<file path="config.mk">
export PLATFORM = sky130hd
export DESIGN_NAME = if_stage_flat
export DESIGN_NICKNAME = d
export VERILOG_FILES = /design/src/rtl/if_stage_if.sv /design/src/rtl/if_stage.sv /design/src/flat_wrapper.sv
export SDC_FILE = /design/constraint.sdc
export NUM_CORES = 1
export LEC_CHECK = 0
export CORE_UTILIZATION = 40
export DETAILED_ROUTE_END_ITERATION = 16
export GPL_ROUTABILITY_DRIVEN = 1
export GPL_TIMING_DRIVEN = 0
export HOLD_SLACK_MARGIN = 0.06
export PLACE_DENSITY = 0.69
export SLEW_MARGIN = 20
export SYNTH_ARGS = -nofsm -noshare
export SYNTH_HDL_FRONTEND = slang
export SYNTH_SLANG_ARGS = --single-unit
</file>
<file path="constraint.sdc">
create_clock -name clk -period 1.7 [get_ports clk]
set_input_delay 0.17 -clock clk [delete_from_list [all_inputs] [get_ports clk]]
set_output_delay 0.17 -clock clk [all_outputs]
set_load 0.05 [all_outputs]
</file>
<file path="src/rtl/if_stage_if.sv">
// Instruction-memory fetch channel: request/address out, ready/read-data back.
// The fetch stage is the master; the memory is the slave.
interface if_stage_if;
    logic        imem_req;
    logic [31:0] imem_addr;
    logic        imem_ready;
    logic [31:0] imem_rdata;

    modport master (
        output imem_req,
        output imem_addr,
        input  imem_ready,
        input  imem_rdata
    );

    modport slave (
        input  imem_req,
        input  imem_addr,
        output imem_ready,
        output imem_rdata
    );
endinterface

</file>
<file path="src/rtl/if_stage.sv">
// Instruction-fetch stage: owns the PC and the IF/ID register, fetches over a
// variable-latency req/ready channel, and handles ID stalls and flush/redirect.
module if_stage #(
    parameter logic [31:0] RESET_PC = 32'h0000_0000
) (
    input  logic        clk,
    input  logic        rst_n,
    if_stage_if.master  imem,
    input  logic [31:0] next_pc_i,
    input  logic        stall_i,
    input  logic        flush_i,
    input  logic [31:0] redirect_pc_i,
    output logic [31:0] pc_out_o,
    output logic [31:0] fetch_instr_o,
    output logic        ifid_valid_o,
    output logic [31:0] ifid_pc_o,
    output logic [31:0] ifid_instr_o
);

    typedef enum logic [1:0] {FETCH, HOLD, KILL} state_t;

    localparam logic [31:0] RESET_PC_AL = {RESET_PC[31:2], 2'b00};

    state_t      state_q, state_d;
    logic [31:0] pc_q, pc_d;
    logic        ifid_valid_q, ifid_valid_d;
    logic [31:0] ifid_pc_q, ifid_pc_d;
    logic [31:0] ifid_instr_q, ifid_instr_d;
    logic [31:0] hold_pc_q, hold_pc_d;
    logic [31:0] hold_instr_q, hold_instr_d;
    logic [31:0] hold_npc_q, hold_npc_d;
    logic [31:0] pend_q, pend_d;

    // PCs are word aligned; the low two bits of incoming targets are dropped.
    logic [31:0] npc_al, rpc_al;
    logic        unused_low_bits;
    assign npc_al          = {next_pc_i[31:2], 2'b00};
    assign rpc_al          = {redirect_pc_i[31:2], 2'b00};
    assign unused_low_bits = ^{next_pc_i[1:0], redirect_pc_i[1:0]};

    // Request is a pure function of state; it is also held low throughout reset.
    assign imem.imem_req  = rst_n && (state_q != HOLD);
    assign imem.imem_addr = pc_q;
    assign pc_out_o       = pc_q;
    assign fetch_instr_o  = imem.imem_rdata;
    assign ifid_valid_o   = ifid_valid_q;
    assign ifid_pc_o      = ifid_pc_q;
    assign ifid_instr_o   = ifid_instr_q;

    always_comb begin
        state_d      = state_q;
        pc_d         = pc_q;
        ifid_valid_d = ifid_valid_q;
        ifid_pc_d    = ifid_pc_q;
        ifid_instr_d = ifid_instr_q;
        hold_pc_d    = hold_pc_q;
        hold_instr_d = hold_instr_q;
        hold_npc_d   = hold_npc_q;
        pend_d       = pend_q;
        case (state_q)
            FETCH: begin
                if (flush_i) begin
                    ifid_valid_d = 1'b0;
                    if (imem.imem_ready) begin
                        pc_d = rpc_al;
                    end else begin
                        pend_d  = rpc_al;
                        state_d = KILL;
                    end
                end else if (imem.imem_ready) begin
                    if (!stall_i) begin
                        ifid_valid_d = 1'b1;
                        ifid_pc_d    = pc_q;
                        ifid_instr_d = imem.imem_rdata;
                        pc_d         = npc_al;
                    end else begin
                        // ID is busy: park the returned word until it drains.
                        hold_pc_d    = pc_q;
                        hold_instr_d = imem.imem_rdata;
                        hold_npc_d   = npc_al;
                        state_d      = HOLD;
                    end
                end else if (!stall_i) begin
                    ifid_valid_d = 1'b0;
                end
            end
            HOLD: begin
                if (flush_i) begin
                    ifid_valid_d = 1'b0;
                    pc_d         = rpc_al;
                    state_d      = FETCH;
                end else if (!stall_i) begin
                    ifid_valid_d = 1'b1;
                    ifid_pc_d    = hold_pc_q;
                    ifid_instr_d = hold_instr_q;
                    pc_d         = hold_npc_q;
                    state_d      = FETCH;
                end
            end
            KILL: begin
                // Let the outstanding request finish, then jump to the newest target.
                if (flush_i) begin
                    pend_d       = rpc_al;
                    ifid_valid_d = 1'b0;
                end
                if (imem.imem_ready) begin
                    pc_d    = flush_i ? rpc_al : pend_q;
                    state_d = FETCH;
                end
            end
            default: state_d = FETCH;
        endcase
    end

    always_ff @(posedge clk or negedge rst_n) begin
        if (!rst_n) begin
            state_q      <= FETCH;
            pc_q         <= RESET_PC_AL;
            ifid_valid_q <= 1'b0;
            ifid_pc_q    <= '0;
            ifid_instr_q <= '0;
            hold_pc_q    <= '0;
            hold_instr_q <= '0;
            hold_npc_q   <= '0;
            pend_q       <= '0;
        end else begin
            state_q      <= state_d;
            pc_q         <= pc_d;
            ifid_valid_q <= ifid_valid_d;
            ifid_pc_q    <= ifid_pc_d;
            ifid_instr_q <= ifid_instr_d;
            hold_pc_q    <= hold_pc_d;
            hold_instr_q <= hold_instr_d;
            hold_npc_q   <= hold_npc_d;
            pend_q       <= pend_d;
        end
    end

endmodule

</file>
<file path="src/flat_wrapper.sv">
// flat-port wrapper written by rule: the top's interface ports become plain ports
module if_stage_flat 
#(
    parameter logic [31:0] RESET_PC = 32'h0000_0000
)
  (clk, rst_n, next_pc_i, stall_i, flush_i, redirect_pc_i, pc_out_o, fetch_instr_o, ifid_valid_o, ifid_pc_o, ifid_instr_o, imem_imem_req, imem_imem_addr, imem_imem_ready, imem_imem_rdata);
  if_stage_if imem_i ();
  input  logic clk;
  input  logic rst_n;
  input  logic [31:0] next_pc_i;
  input  logic stall_i;
  input  logic flush_i;
  input  logic [31:0] redirect_pc_i;
  output logic [31:0] pc_out_o;
  output logic [31:0] fetch_instr_o;
  output logic ifid_valid_o;
  output logic [31:0] ifid_pc_o;
  output logic [31:0] ifid_instr_o;
  output wire logic [$bits(imem_i.imem_req)-1:0] imem_imem_req;
  output wire logic [$bits(imem_i.imem_addr)-1:0] imem_imem_addr;
  input wire logic [$bits(imem_i.imem_ready)-1:0] imem_imem_ready;
  input wire logic [$bits(imem_i.imem_rdata)-1:0] imem_imem_rdata;
  assign imem_imem_req = imem_i.imem_req;
  assign imem_imem_addr = imem_i.imem_addr;
  assign imem_i.imem_ready = imem_imem_ready;
  assign imem_i.imem_rdata = imem_imem_rdata;
  if_stage #(.RESET_PC(RESET_PC)) u_core (.clk(clk), .rst_n(rst_n), .imem(imem_i), .next_pc_i(next_pc_i), .stall_i(stall_i), .flush_i(flush_i), .redirect_pc_i(redirect_pc_i), .pc_out_o(pc_out_o), .fetch_instr_o(fetch_instr_o), .ifid_valid_o(ifid_valid_o), .ifid_pc_o(ifid_pc_o), .ifid_instr_o(ifid_instr_o));
endmodule
</file>
; ---- Word level (Yosys, flattened, before mapping)
; Index checks and enable logic that the tools add are counted.
[totals]
register_bits = 225
inputBits = 101
[classes]
n_reduce_logical = 11
muxes = 39
eq_ne = 18
bitwise_logic = 1
[op_table]
columns = op, n
row1 = 32-bit 2-to-1 mux, 20
row2 = 32-bit one-hot mux with 2 select lines, 3
row3 = 32-bit one-hot mux with 3 select lines, 1
row4 = 2-bit != test (second input constant), 9
row5 = 3-bit != test (second input constant), 5
row6 = 2-bit 2-to-1 mux, 7
row7 = 5-bit AND reduction, 2
row8 = 1-bit 2-to-1 mux, 6
row9 = 2-bit one-hot mux with 3 select lines, 1
row10 = 3-bit AND reduction, 2
row11 = 6-bit AND reduction, 1
row12 = 4-bit != test (second input constant), 1
row13 = 4-bit AND reduction, 1
row14 = 2-bit nonzero test, 2
row15 = 1-bit one-hot mux with 3 select lines, 1
row16 = 3-bit nonzero test, 1
row17 = 2-bit by 1-bit equality test with 1-bit output (second input constant), 1
row18 = 2-bit equality test (second input constant), 1
row19 = 2-bit zero test, 1
row20 = 2-bit by 1-bit != test with 1-bit output (second input constant), 1
row21 = 1-bit logical AND, 1
row22 = 1-bit inverter, 1

; ---- Longest topological paths before layout
; Gate-level depths: netlist (run 1).
[depth]
depth_word = 4
ltp_mapped = 9

; ---- Least setup slack after synthesis (run 1)
; Ideal clock, no wire load.
[synth_path]
path_kind = flip-flop to output port
startpoint = reg u_core.state_q[1]
endpoint = out imem_imem_req
stages_incl_launch_ff = 7
n_path_buf = 3
slack_ns = -0.415
required_ns = 1.530
t_arrival_ns = 1.945
cell_sequence = dfrtp_1 inv_1 ha_1 buf_4 buf_4 buf_1 nor2b_1
[synth_via]
elab_chain_len = 2
[synth_lines]
columns = item, line_no
row1 = "start, declared", if_stage.sv:24  ; state_t state_q, state_d;
row2 = "start signal, assigned", if_stage.sv:127  ; state_q <= state_d;
row3 = 2-bit by 1-bit != test with 1-bit output, if_stage.sv:42  ; assign imem.imem_req = rst_n && (state_q != HOLD);
row4 = 1-bit logical AND, if_stage.sv:42
row5 = "end, declared", flat_wrapper.sv:19  ; output wire logic [$bits(imem_i.imem_req)-1:0] imem_imem_req;
; No other way between the ends.

; ---- Final worst setup path (run 1)
[layout_path]
startpoint = reg u_core.state_q[1]
endpoint = reg u_core.ifid_instr_q[2] (netlist: u_core.ifid_instr_o[2])
[layout_via]
elab_chain_len = 3
word_cells_on_any_way = 10
cone_classes = eq/ne (6) / mux (1) / reduce/logical (3)
[layout_lines]
columns = item, line_no
row1 = 2-bit by 1-bit equality test with 1-bit output or 2-bit zero test (tied branches), if_stage.sv:60  ; case (state_q)
row2 = 2-bit != test (no source line) or 2-bit nonzero test (tied branches), -
row3 = 6-bit AND reduction (no source line), -
row4 = "end signal, assigned", if_stage.sv:131  ; ifid_instr_q <= ifid_instr_d;
row5 = "end, declared", if_stage.sv:28  ; logic [31:0] ifid_instr_q, ifid_instr_d;
; Parallel ways exist; a longest one is shown, timed or not.
; A chain may end at the register's enable or synchronous reset.

==> flow_summary_export.csv, run 1 <==
group,metric,value,unit
cts,clockBufferDepth,3,
sta,finalHoldViolCount,64,
synth,yosysTopAreaCell,"dfrtp_1",
finish,finalInstanceArea,0.0175,mm^2
synth,syn_avg_cell_area,11.5,um^2
routing,wl_per_cell,20.3,um
power_and_ir_drop,vdd_drop_max,0.000959,V
routing,dr.pass1.iters,5,
min_path,min_path_type,"input pin to async pin",
critical_path,reg2reg_from,"u_core.state_q[1]$_DFFE_PN0P_",
power_and_ir_drop,design_power_total,39600,uW
placement,place_area,0.0146,mm^2
routing,drt_first_iter_violations,532,
critical_path,crit_required,2.15,ns
critical_path,crit_arrival,2.44,ns
synth,synth-async-reset-ratio,1.00,
sta,setup_viol,223,
sta,setup_tns,-45.17,ns
finish,nets,1455,
routing,drc,0,
synth,yosysTopAreaCellShare,0.492,
finish,diodes,0,
die,die_w,171,um
synth,synth_most_common_cell,"dfrtp_1",
power_and_ir_drop,power_density,2260,mW/mm^2
routing,vias,8948,
placement,routabilityCongestion,0.785,
sta,hold_ws,-0.404,ns
sta,final.setup.worst_slack,-0.286,ns
global_routing,grt_pass1_wl,51.0,mm
routing,via_per_inst,5.13,
synth,syn-cell-area,0.0114,mm^2
synth,ys.warnings.count,0,
finish,drive_above_1_share,0.419,
routing,wl,35.4,mm
synth,yosys_register_bits,225,
outcome,violations,"negative hold slack, negative setup slack",
global_routing,grt_max_degree,94,
global_routing,antenna_found_initial,0,
synth,ys_types,39,
critical_path,r2r_slack,-0.29,ns
critical_path,cp-start-kind,"flop",
sta,finalClockSkew,0.0157,ns
power_and_ir_drop,p_leak,0.00786,uW
synth,synth_edf_count,0,
sta,worstMarginPinSlew,0.600,ns
cts,cts.htree.levels,1,
synth,synth_seq_area_share,0.492,
die,num_rows,61,
critical_path,reg2reg_depth,10,
outcome,status,"complete, but fails checks",
sta,min_period_over_period,1.17,
synth,synthTopCellsByArea,"dfrtp_1 49%, mux2_4 7.9%, mux2_2 6.3%",
critical_path,critPathMaxFanout,5,
finish,fillers,2201,
die,core_area,0.0279,mm^2
sta,slew-limit-headroom,0.601,
die,die_area,0.0293,mm^2
synth,syn_nets,1098,
run,maxCapViolCount,0,
cts,clkSinkCount,225,
placement,place_hpwl,22.5,mm
critical_path,r2r_end,"u_core.ifid_instr_o[2]$_DFFE_PN0P_",
routing,ant_nets,0,
sta,max_freq,503,MHz
finish,syn_to_final_growth,53.2,%
synth,synth_top_cells_by_count,"225 x dfrtp_1, 82 x nor2b_1, 74 x buf_4",
global_routing,overflow,0,
placement,portBuffers,258,
synth,synthFlopType,"dfrtp_1",
die,ios,263,
sta,drv_slew,0,
critical_path,critPathCaptureType,"flop",
global_routing,grt_util_all_layers,0.227,
finish,final_core_util,0.627,
cts,clock_latency,0.54,ns
cts,cts_tree,"yes",
cts,clockRootBuffer,"clkbuf_16",
sta,grt_setup_unrepaired,"true",
cts,ctsHoldBuffers,1,
cts,cts_buffers,26,
cts,clk_pin_slew,0.06,ns
global_routing,grt_pass1_vias,9067,
critical_path,path_class,"flop to flop",
synth,postSynthCellCount,991,
finish,multi_input_area,0.00567,mm^2
sta,fin_crit,1.99,ns
die,start_util,0.409,
die,die_h,171,um
finish,seqCellArea,0.00565,mm^2
[kinds of logic after synthesis]
| group | after synthesis | share of synthesized area |
|---|---|---|
| and+or+nand+nor | 239 | 0.113 |
| AOI/OAI and AO/OA | 195 | 0.105 |
| buffers and inverters | 135 | 0.0822 |
| muxes | 191 | 0.200 |
| DFF | 225 | 0.492 |
| adders and majority gates | 6 | 0.00657 |
[critical path: stages (launching register included)]
cell and delay, ns:
dfrtp_1 0.42, inv_4 0.10, ha_4 0.20, and2_4 0.17
a2111oi_4 0.28, buf_6 0.18, buf_12 0.14, buf_12 0.14
buf_16 0.14, nor2_4 0.04, a21oi_2 0.09
[how the worst max path moves through the flow]
stage,start,endpoint,slack (ns),cells after the start
3_3_place_gp,rst_n,u_core.pend_q[18]$_DFFE_PN0P_,-9.26,1
6_report,u_core.state_q[1]$_DFFE_PN0P_,u_core.ifid_instr_o[2]$_DFFE_PN0P_,-0.29,10
2_1_floorplan,u_core.state_q[0]$_DFFE_PN0P_,u_core.ifid_instr_o[0]$_DFFE_PN0P_,-0.06,8
5_1_grt,u_core.state_q[0]$_DFFE_PN0P_,u_core.ifid_instr_o[0]$_DFFE_PN0P_,-0.32,10
4_1_cts,u_core.state_q[0]$_DFFE_PN0P_,u_core.hold_pc_q[22]$_DFFE_PN0P_,-0.25,8
3_5_place_dp,flush_i,u_core.imem.imem_addr[9]$_DFFE_PN0P_,-0.68,7
[power by group]
group	switching, uW	total, uW	internal, uW
Combinational	13000	23800	10700
Sequential	2030	10100	8080
Clock	2250	5770	3520
[registers in the layout, summed over array words and instances, names as in the netlist]
| name | flops |
|---|---|
| u_core.hold_instr_q | 32 |
| u_core.hold_npc_q | 30 |
| u_core.hold_pc_q | 32 |
| u_core.ifid_instr_o | 32 |
| u_core.ifid_pc_o | 32 |
| u_core.ifid_valid_o | 1 |
| u_core.imem.imem_addr | 32 |
| u_core.pend_q | 32 |
| u_core.state_q | 2 |
[routing by layer]
metal  routed length (um)  GRT usage
met1                14700      0.289
met2                17700      0.391
met3                 1940     0.0365
met4                 1140     0.0749
met5                    0          0
[layout by cell type, fill, tap and decap left out, types with 14 or more instances in the layout]
| cell | n |
|---|---|
| o21ai_0 | 62 |
| buf_8 | 20 |
| dfrtp_2 | 18 |
| dfrtp_1 | 207 |
| a21oi_2 | 50 |
| buf_12 | 23 |
| nor3_1 | 30 |
| nor2_1 | 33 |
| mux2_2 | 36 |
| a311oi_2 | 22 |
| buf_6 | 31 |
| clkdlybuf4s15_2 | 37 |
| dlygate4sd2_1 | 96 |
| mux2_4 | 88 |
| a21oi_1 | 14 |
| a21o_1 | 30 |
| clkdlybuf4s50_1 | 95 |
| clkbuf_16 | 40 |
| nor2b_1 | 81 |
| clkbuf_2 | 23 |
| buf_4 | 83 |
| and2_1 | 32 |
| nor2_4 | 20 |
| nor2_2 | 15 |
| mux2i_1 | 67 |
[repair_timing]
item                                   in CTS  in global routing
setup endpoints to repair                 385                249
cloned                                     14                 13
pin swaps                                   7                 20
gates resized for setup                   493                197
endpoints found under the hold margin      73                 62
setup buffers                              37                 25
[final cells by class]
class	count	area share
well taps	378	0.0270
clock buffers	39	0.0457
plain buffers	121	0.0640
multi-input cells	631	0.324
flip-flops and latches	225	0.323
clock inverters	6	0.00457
repair buffers	341	0.212
inverters	2	0.000857
[stage by stage]
| step | worst slack (ns) | cells |
|---|---|---|
| 2_1_floorplan | -0.0584 | 991 |
| 3_3_place_gp | -9.26 | 1627 |
| 3_5_place_dp | -0.677 | 1629 |
| 4_1_cts | -0.254 | 1724 |
| 5_1_grt | -0.319 | 1743 |
| 6_report | -0.286 | 1743 |
(Power assumes the default switching activity.)
==> run 2, diff against run 1 <==
--- a/config.mk
+++ b/config.mk
@@ -13,3 +13,3 @@
 export PLACE_DENSITY = 0.69
-export SLEW_MARGIN = 20
+export SKIP_CTS_REPAIR_TIMING = 1
 export SYNTH_ARGS = -nofsm -noshare
--- a/constraint.sdc
+++ b/constraint.sdc
@@ -3,2 +3,2 @@
 set_output_delay 0.17 -clock clk [all_outputs]
-set_load 0.05 [all_outputs]
+set_load 0.005 [all_outputs]
==> flow_summary_export.csv, run 2 (synthesized netlist as in run 1, its figures left out) <==
group,metric,value,unit
finish,drive_above_1_share,0.350,
cts,cts_buffers,26,
routing,wl_per_cell,19.4,um
outcome,status,"complete, but fails checks",
finish,final_cell_mix,"222 x clkdlybuf4s50_1, 193 x dfrtp_1, 95 x buf_4",
routing,drt_first_iter_violations,417,
critical_path,r2r_end,"u_core.ifid_instr_o[8]$_DFFE_PN0P_",
finish,syn_to_final_growth,49.0,%
power_and_ir_drop,clkPwrFrac,0.174,
die,ios,263,
finish,layout_commonest_cell,"clkdlybuf4s50_1",
critical_path,critPathSlowestCell,"dfrtp_2",
critical_path,crit_required,2.15,ns
routing,via_per_inst,5.05,
run,maxCapViolCount,0,
cts,cts_tree,"yes",
critical_path,critPathMaxFanout,6,
die,num_rows,61,
sta,hold_ws,-0.311,ns
power_and_ir_drop,intPower,21600,uW
power_and_ir_drop,power_density,1920,mW/mm^2
power_and_ir_drop,pwr-share-seq,0.305,
global_routing,grt_max_degree,122,
die,die_w,171,um
critical_path,path_buf_inv,5,
global_routing,antenna_found_initial,2,
cts,clkSinkCount,225,
power_and_ir_drop,switching_power,11100,uW
critical_path,r2r_slack,-0.33,ns
power_and_ir_drop,p_leak,0.00777,uW
critical_path,slowest_delay,0.42,ns
critical_path,path_class,"flop to flop",
global_routing,use_met3,0.0342,
cts,clockRootBuffer,"clkbuf_16",
die,core_area,0.0279,mm^2
sta,final.setup.worst_slack,-0.335,ns
critical_path,critPathCaptureType,"flop",
sta,worstMarginPinSlew,0.812,ns
cts,clockBufferDepth,3,
cts,clk_pin_slew,0.06,ns
sta,setup_viol,224,
global_routing,use_met2,0.363,
die,die_area,0.0293,mm^2
outcome,violations,"negative hold slack, negative setup slack",
critical_path,reg2reg_from,"u_core.state_q[1]$_DFFE_PN0P_",
cts,clock_latency,0.53,ns
critical_path,crit_arrival,2.48,ns
die,start_util,0.409,
sta,max_freq,492,MHz
min_path,min_path_type,"input pin to async pin",
placement,routabilityCongestion,0.790,
routing,ant_nets,0,
global_routing,use_met1,0.277,
finish,nets,1446,
global_routing,gr-max-usage-layer,"met2",
sta,drv_slew,0,
routing,dr.pass1.iters,4,
critical_path,cp-start-kind,"flop",
sta,slew-limit-headroom,0.458,
sta,finalHoldViolCount,104,
critical_path,reg2reg_depth,10,
global_routing,grt_util_all_layers,0.212,
global_routing,overflow,0,
sta,grt_setup_unrepaired,"true",
sta,fin_crit,2.03,ns
routing,vias,8776,
placement,place_hpwl,22.3,mm
critical_path,path_cells,"inv_4, ha_4, buf_6, and2_4, a2111oi_4, buf_6, buf_12, clkbuf_16, nor2_1, a21oi_1",
global_routing,grt_pass1_vias,8444,
routing,wl,33.8,mm
placement,place_ws,-0.697,ns
die,die_h,171,um
power_and_ir_drop,swShare,0.340,
power_and_ir_drop,vdd_drop_max,0.000917,V
routing,drc,0,
sta,finalClockSkew,0.00957,ns
critical_path,crit_top_cell,"buf_6",
global_routing,grt_pass1_wl,47.8,mm
placement,portBuffers,258,
power_and_ir_drop,combPwrFrac,0.521,
sta,min_period_over_period,1.20,
critical_path,critPathTopFamily,"buffers and inverters",
sta,setup_tns,-54.90,ns
cts,cts.htree.levels,1,
[run 2: cell count changes in the layout (fill, tap and decap cells not counted), sizes merged, moves of 2 or more]
cell           previous run  this run
dlygate4sd2              96         0
dlymetal6s2s              0        34
diode                     0         2
buf                     174       157
clkdlybuf4s50            95       222
clkdlybuf4s15            42         0
clkdlybuf4s18             8         0
clkinv                    4         1
[run 2: layer usage]
layer,part of all wire,vias to the layer above
met5,0,-
met4,0.023,0
met3,0.050,45
met2,0.50,247
met1,0.42,4361
li1,-,4123
[run 2: how the worst max path moves through the flow]
stage                                                 endpoint                     startpoint  cells after the start  slack, ns
final                       u_core.ifid_instr_o[8]$_DFFE_PN0P_  u_core.state_q[1]$_DFFE_PN0P_                     10      -0.33
after detailed placement  u_core.imem.imem_addr[9]$_DFFE_PN0P_                        flush_i                      7      -0.70
after global routing        u_core.ifid_instr_o[8]$_DFFE_PN0P_  u_core.state_q[1]$_DFFE_PN0P_                     10      -0.39
after CTS                                        imem_imem_req  u_core.state_q[1]$_DFFE_PN0P_                      7      -0.96
after global placement           u_core.pend_q[18]$_DFFE_PN0P_                          rst_n                      1      -9.27
after floorplan                u_core.ifid_pc_o[0]$_DFFE_PN0P_  u_core.state_q[0]$_DFFE_PN0P_                      8      -0.05
[run 2: power by group through the flow]
stage               Combinational (uW)  Sequential, uW  Clock [uW]
global placement                 13300            9830           0
detailed placement               13600            9930           0
global route                     18300           10300        6000
CTS                              13700            9850        5800
finish                           17000            9990        5690
floorplan                         8140            9430           0
[run 2: final cells by class]
type                            count  area [um^2]
Multi-Input combinational cell    632         5320
Antenna cell                        2         5.00
Inverter                            2         12.5
Sequential cell                   225         5670
Fill cell                        2253        10900
Clock inverter                      3         42.5
Clock buffer                       45          843
Tap cell                          378          473
Timing Repair Buffer              321         3490
Buffer                            131         1190
[run 2: metrics by stage]
stage	instances	utilization	power, uW	cell area (um^2)	hold WS (ns)
detailed placement	1628	0.522	23500	14600	0.286
global route	1739	0.610	34600	17000	-0.236
finish	1739	0.610	32700	17000	-0.311
CTS	1676	0.554	29300	15500	-0.275
floorplan	991	-	17600	11500	-0.126
global placement	1627	0.521	23200	14500	0.469
